==> config.mk <==
export PLATFORM = sky130hd
export DESIGN_NAME = ola_seq_ctrl
export DESIGN_NICKNAME = d
export VERILOG_FILES = /design/src/rtl/ola_pkg.sv /design/src/rtl/ola_seq_ctrl.sv
export SDC_FILE = /design/constraint.sdc
export NUM_CORES = 1
export LEC_CHECK = 0
export ABC_AREA = 1
export CORE_AREA = 2 2 108 110
export DETAILED_ROUTE_END_ITERATION = 7
export DIE_AREA = 0 0 110 112
export RECOVER_POWER = 100
export SYNTH_ARGS = -nofsm -noshare
export SYNTH_HDL_FRONTEND = slang
export SYNTH_SLANG_ARGS = --single-unit
==> constraint.sdc <==
create_clock -name clock -period 1.5 [get_ports clock]
set_input_delay 0.3 -clock clock [delete_from_list [all_inputs] [get_ports clock]]
set_output_delay 0.3 -clock clock [all_outputs]
set_load 0.005 [all_outputs]
==> src/rtl/ola_pkg.sv <==
// Shared sizes, word/beat types and FSM encoding for the overlap-add sequencer.
// Optional stall counter in ola_seq_ctrl is enabled by defining OLA_SEQ_STALL_CNT_EN.
package ola_pkg;

  localparam int WORD_LENGTH      = 16;
  localparam int LANES            = 4;
  localparam int HALF_WINDOW_SIZE = 512;
  localparam int BUS_SIZE         = LANES * WORD_LENGTH;
  localparam int BEATS            = HALF_WINDOW_SIZE / LANES;
  localparam int BEAT_W           = $clog2(BEATS);

  typedef logic [BUS_SIZE-1:0] pcm_word_t;
  typedef logic [BEAT_W-1:0]   beat_t;

  typedef enum logic [2:0] {
    IDLE,
    FETCH_A,
    LOAD_A,
    LOAD_B,
    SETTLE,
    OUTPUT,
    DONE
  } ola_state_t;

  localparam beat_t LAST_BEAT = beat_t'(BEATS - 1);

endpackage

==> src/rtl/ola_seq_ctrl.sv <==
// Overlap-add sequencer: per beat fetches tail/head words, loads the datapath, streams the sum.
// Define OLA_SEQ_STALL_CNT_EN to add the saturating stall_cycles output.
module ola_seq_ctrl
  import ola_pkg::*;
(
  input  logic      clock,
  input  logic      reset,
  input  logic      start,
  output logic      busy,
  output logic      done,
  output logic      rd_en,
  output logic      rd_sel,
  output beat_t     rd_addr,
  input  pcm_word_t rd_data,
  output logic      load,
  output pcm_word_t dp_data_in,
  output logic      action,
  input  pcm_word_t dp_data_out,
  output logic      out_valid,
  input  logic      out_ready,
  output pcm_word_t out_data,
  output beat_t     out_addr
`ifdef OLA_SEQ_STALL_CNT_EN
  ,
  output logic [15:0] stall_cycles
`endif
);

  ola_state_t state_q, state_d;
  beat_t      beat_q, beat_d;

  // NOTE: reset is synchronous here, so it lives inside the clocked branch, not the sensitivity list.
  always_ff @(posedge clock) begin
    if (reset) begin
      state_q <= IDLE;
      beat_q  <= '0;
    end else begin
      // NOTE: non-blocking so every register samples pre-edge values regardless of statement order.
      state_q <= state_d;
      beat_q  <= beat_d;
    end
  end

  always_comb begin
    // NOTE: every output and next-state gets a default first; a missed branch would infer a latch.
    state_d    = state_q;
    beat_d     = beat_q;
    busy       = (state_q != IDLE);
    done       = 1'b0;
    rd_en      = 1'b0;
    rd_sel     = 1'b0;
    rd_addr    = '0;
    load       = 1'b0;
    dp_data_in = '0;
    action     = 1'b0;
    out_valid  = 1'b0;
    out_data   = '0;
    out_addr   = '0;

    unique case (state_q)
      IDLE: begin
        if (start) begin
          state_d = FETCH_A;
          beat_d  = '0;
        end
      end
      FETCH_A: begin
        rd_en   = 1'b1;
        rd_sel  = 1'b0;
        rd_addr = beat_q;
        state_d = LOAD_A;
      end
      LOAD_A: begin
        // Tail word arrives now; the head read is issued in the same cycle.
        load       = 1'b1;
        dp_data_in = rd_data;
        rd_en      = 1'b1;
        rd_sel     = 1'b1;
        rd_addr    = beat_q;
        state_d    = LOAD_B;
      end
      LOAD_B: begin
        load       = 1'b1;
        dp_data_in = rd_data;
        state_d    = SETTLE;
      end
      SETTLE: begin
        state_d = OUTPUT;
      end
      OUTPUT: begin
        action    = 1'b1;
        out_valid = 1'b1;
        out_data  = dp_data_out;
        out_addr  = beat_q;
        if (out_ready) begin
          if (beat_q == LAST_BEAT) begin
            state_d = DONE;
          end else begin
            beat_d  = beat_q + 1'b1;
            state_d = FETCH_A;
          end
        end
      end
      DONE: begin
        done    = 1'b1;
        state_d = IDLE;
      end
      default: begin
        state_d = IDLE;
      end
    endcase
  end

`ifdef OLA_SEQ_STALL_CNT_EN
  logic [15:0] stall_q, stall_d;

  always_comb begin
    stall_d = stall_q;
    if (state_q == IDLE && start) begin
      stall_d = '0;
    end else if (state_q == OUTPUT && !out_ready && stall_q != 16'hFFFF) begin
      stall_d = stall_q + 16'd1;
    end
  end

  always_ff @(posedge clock) begin
    if (reset) begin
      stall_q <= '0;
    end else begin
      stall_q <= stall_d;
    end
  end

  assign stall_cycles = stall_q;
`endif

endmodule

==> impl_metrics.ini <==
[outcome]
status = finished, violations left
violations = negative setup slack

[synthesis]
syn_avg_cell_area_um2 = 4.42
syn_area_um2 = 1760
synthArstFlopShare = 0
ys_seq_area_frac = 0.114
synthCells = 397
synth-xor-area-share = 0.00499
synth-main-ff-cell = dfxtp_1
yosysWarnings = 0
synth_top_family_by_area = simple AND/OR/NAND/NOR gates
synth-simple-area-share = 0.472
synth_seq_cells = 10
synth_edf_count = 0
synth_cell_types = 23
synth_fp_nets = 530
synthMuxAreaShare = 0
synth_adder_area_share = 0.00712
synth_compound_area_frac = 0.0392

[placement]
dp_hpwl_mm = 8.13
gp_congestion = 0.821
portBuffers = 280
place_ws_ns = -0.384

[sta]
rsz0062_at_grt = yes
setup_ws_ns = -0.516
slew_headroom = 0.718
setup_viol = 157
min_period_over_period = 1.34
post-route-min-period_ns = 2.02
hold_viol = 0
finClkSkew_ns = 0.00139
fmax_mhz = 496
slew_violations = 0
tightestPinTransition_ns = 0.422

[worst_hold_path]
holdCritStartpoint = beat_q[6]
hold_path.class = flip-flop to flip-flop
worstHoldPathCells = 2
min_to = beat_q[6]

[setup_path]
r2r-start = state_q[1]
cp_slowest_cell = clkdlybuf4s50_1
r2r_cells = 11
crit_required_ns = 1.20
startpoint_type = flip-flop
crit_path_end_kind = primary output
crit_fanout = 67
cp.arrival_ns = 1.72
worstPathCellList = buf_4 > nand3_4 > buf_12 > nor2_1 > clkdlybuf4s50_1
crit_type = flip-flop to primary output
cpPeakStageDelay_ns = 0.53
r2r-end = beat_q[5]
regToRegSetupSlack_ns = -0.19

[drt]
dr.pass1.iters = 6
drt_iter0_markers = 81
vias_per_cell = 3.74
routed_wl_mm = 9.79
remaining_drc_errors = 0
drtAntennaViolNets = 0
wl_per_cell_um = 11.8
vias = 3100

[cells_and_area]
fin_util = 0.446
area_growth_pct = 184
drive_gt1_frac = 0.0962
final_nets = 820
antennaDiodeCount = 0

[run]
maxCapViolCount = 0

[power_and_ir_drop]
peakVddDrop_mv = 0.778
power_frac_comb = 0.525
p_switching_uw = 467
p_leak_uw = 0.00256
seq_power_share = 0.163
internal_power_uw = 1260
p_sw_frac = 0.270
total_power_uw = 1730
clkPwrFrac = 0.312
power.density_nw_per_um2 = 347

[floorplan]
dieArea_um2 = 12300
chipHeight_um = 112
start_util = 0.157
core.rowCount = 39
core-area_um2 = 11200
die_w_um = 110
pin_count = 281

[cts]
clkTransAtPathRegs_ns = 0.04
cts_root_buffer = clkbuf_16
clock_latency_ns = 0.24
cts_tree = yes
h-tree-depth = 1
clockBufferDepth = 2
clock-sinks = 10
numCtsBuffers = 3

[grt]
grt_max_degree = 68
grt_pass1_wl_mm = 14.0
grt_usage = 0.141
grt_antenna_before_repair = 0
grt_overflow_total = 0
grt_pass1_vias = 2907
## routing by layer
metal  global-route usage  up-vias  share of wire
met1                0.138     1339           0.36
met5                    0        -              0
li1                     -     1638              -
met2                0.298      111           0.56
met3               0.0199       12          0.069
met4               0.0287        0          0.013
## timing repair
item / 4_1_cts / 5_1_grt
setup endpoints to repair: 159 / 157
pin swaps: 4 / 1
resized for setup: 73 / 8
hold buffers: 0 / 0
buffers inserted: 3 / 0
gates cloned: 1 / 0
## power by group through the flow
stage / clock network (uW) / logic [uW] / registers (uW)
floorplan: 0 / 246 / 280
global placement: 0 / 857 / 284
detailed placement: 0 / 867 / 284
CTS: 543 / 919 / 282
global route: 561 / 988 / 282
finish: 539 / 907 / 281
## layout by cell type, fill, tap and decap left out, drive strengths merged, types with 5 or more instances in the layout
master         Yosys  routed
clkdlybuf4s15      0       5
buf               17      32
inv              145     145
dlymetal6s2s       0       5
dlygate4sd2        0       5
clkbuf             2       6
dfxtp             10      10
nand3             10      10
a21oi              9       9
nor2             161     161
nand2             34      34
clkdlybuf4s50      0     255
## sequential cells by signal, summed over array words and instances, names as in the netlist
register,flops
state_q,3
beat_q,7
## synth_stat cells, drive strengths merged (2+ instances only)
| cell type | count | area (um^2) |
|---|---|---|
| o21ai | 2 | 10.0 |
| nand3 | 10 | 72.6 |
| a21oi | 9 | 45.0 |
| clkbuf | 2 | 7.51 |
| nor2 | 161 | 609 |
| buf | 17 | 86.3 |
| nor3 | 2 | 10.0 |
| dfxtp | 10 | 200 |
| nand2 | 34 | 130 |
| inv | 145 | 544 |
## final cells by class
type	count	area, um^2
well taps	143	179
repair buffers	304	3000
clock buffers	4	88.8
inverters	145	544
flip-flops and latches	10	203
fillers	1182	6190
multi-input cells	223	967
## worst max path at each step
stage                    start           end  slack (ns)
floorplan           state_q[1]    rd_addr[0]        0.09
global route        state_q[1]  out_data[32]       -0.59
CTS                 state_q[1]  out_data[47]       -0.51
detailed placement  state_q[1]    rd_addr[5]       -0.38
finish              state_q[2]  out_data[48]       -0.52
global placement    state_q[1]    rd_addr[5]       -0.34
## per-stage QoR
stage | hold WS, ns | setup TNS [ns] | cells | area [um^2]
6_report | 0.470 | -60.12 | 829 | 4980
5_1_grt | 0.521 | -74.39 | 829 | 4980
4_1_cts | 0.478 | -63.17 | 829 | 4970
3_5_place_dp | 0.471 | -38.52 | 821 | 4820
3_3_place_gp | 0.455 | -33.89 | 821 | 4820
2_1_floorplan | 0.445 | 0 | 397 | 1760
## logic make-up (layout without fill, tap and decap cells)
| group | count (synthesis) | in the layout |
|---|---|---|
| AO/OA/AOI/OAI | 13 | 13 |
| buffers and inverters | 164 | 453 |
| XOR/XNOR | 1 | 1 |
| adder cells (fa/ha/maj) | 1 | 1 |
| flip-flops | 10 | 10 |
| AND/OR/NAND/NOR | 208 | 208 |
## worst max-delay path, delay by kind of cell (launching register included)
| family | cells | cell delay, ns |
|---|---|---|
| buf+inv | 3 | 0.88 |
| simple gates | 2 | 0.24 |
| flops | 1 | 0.34 |
(Power assumes the default switching activity.)
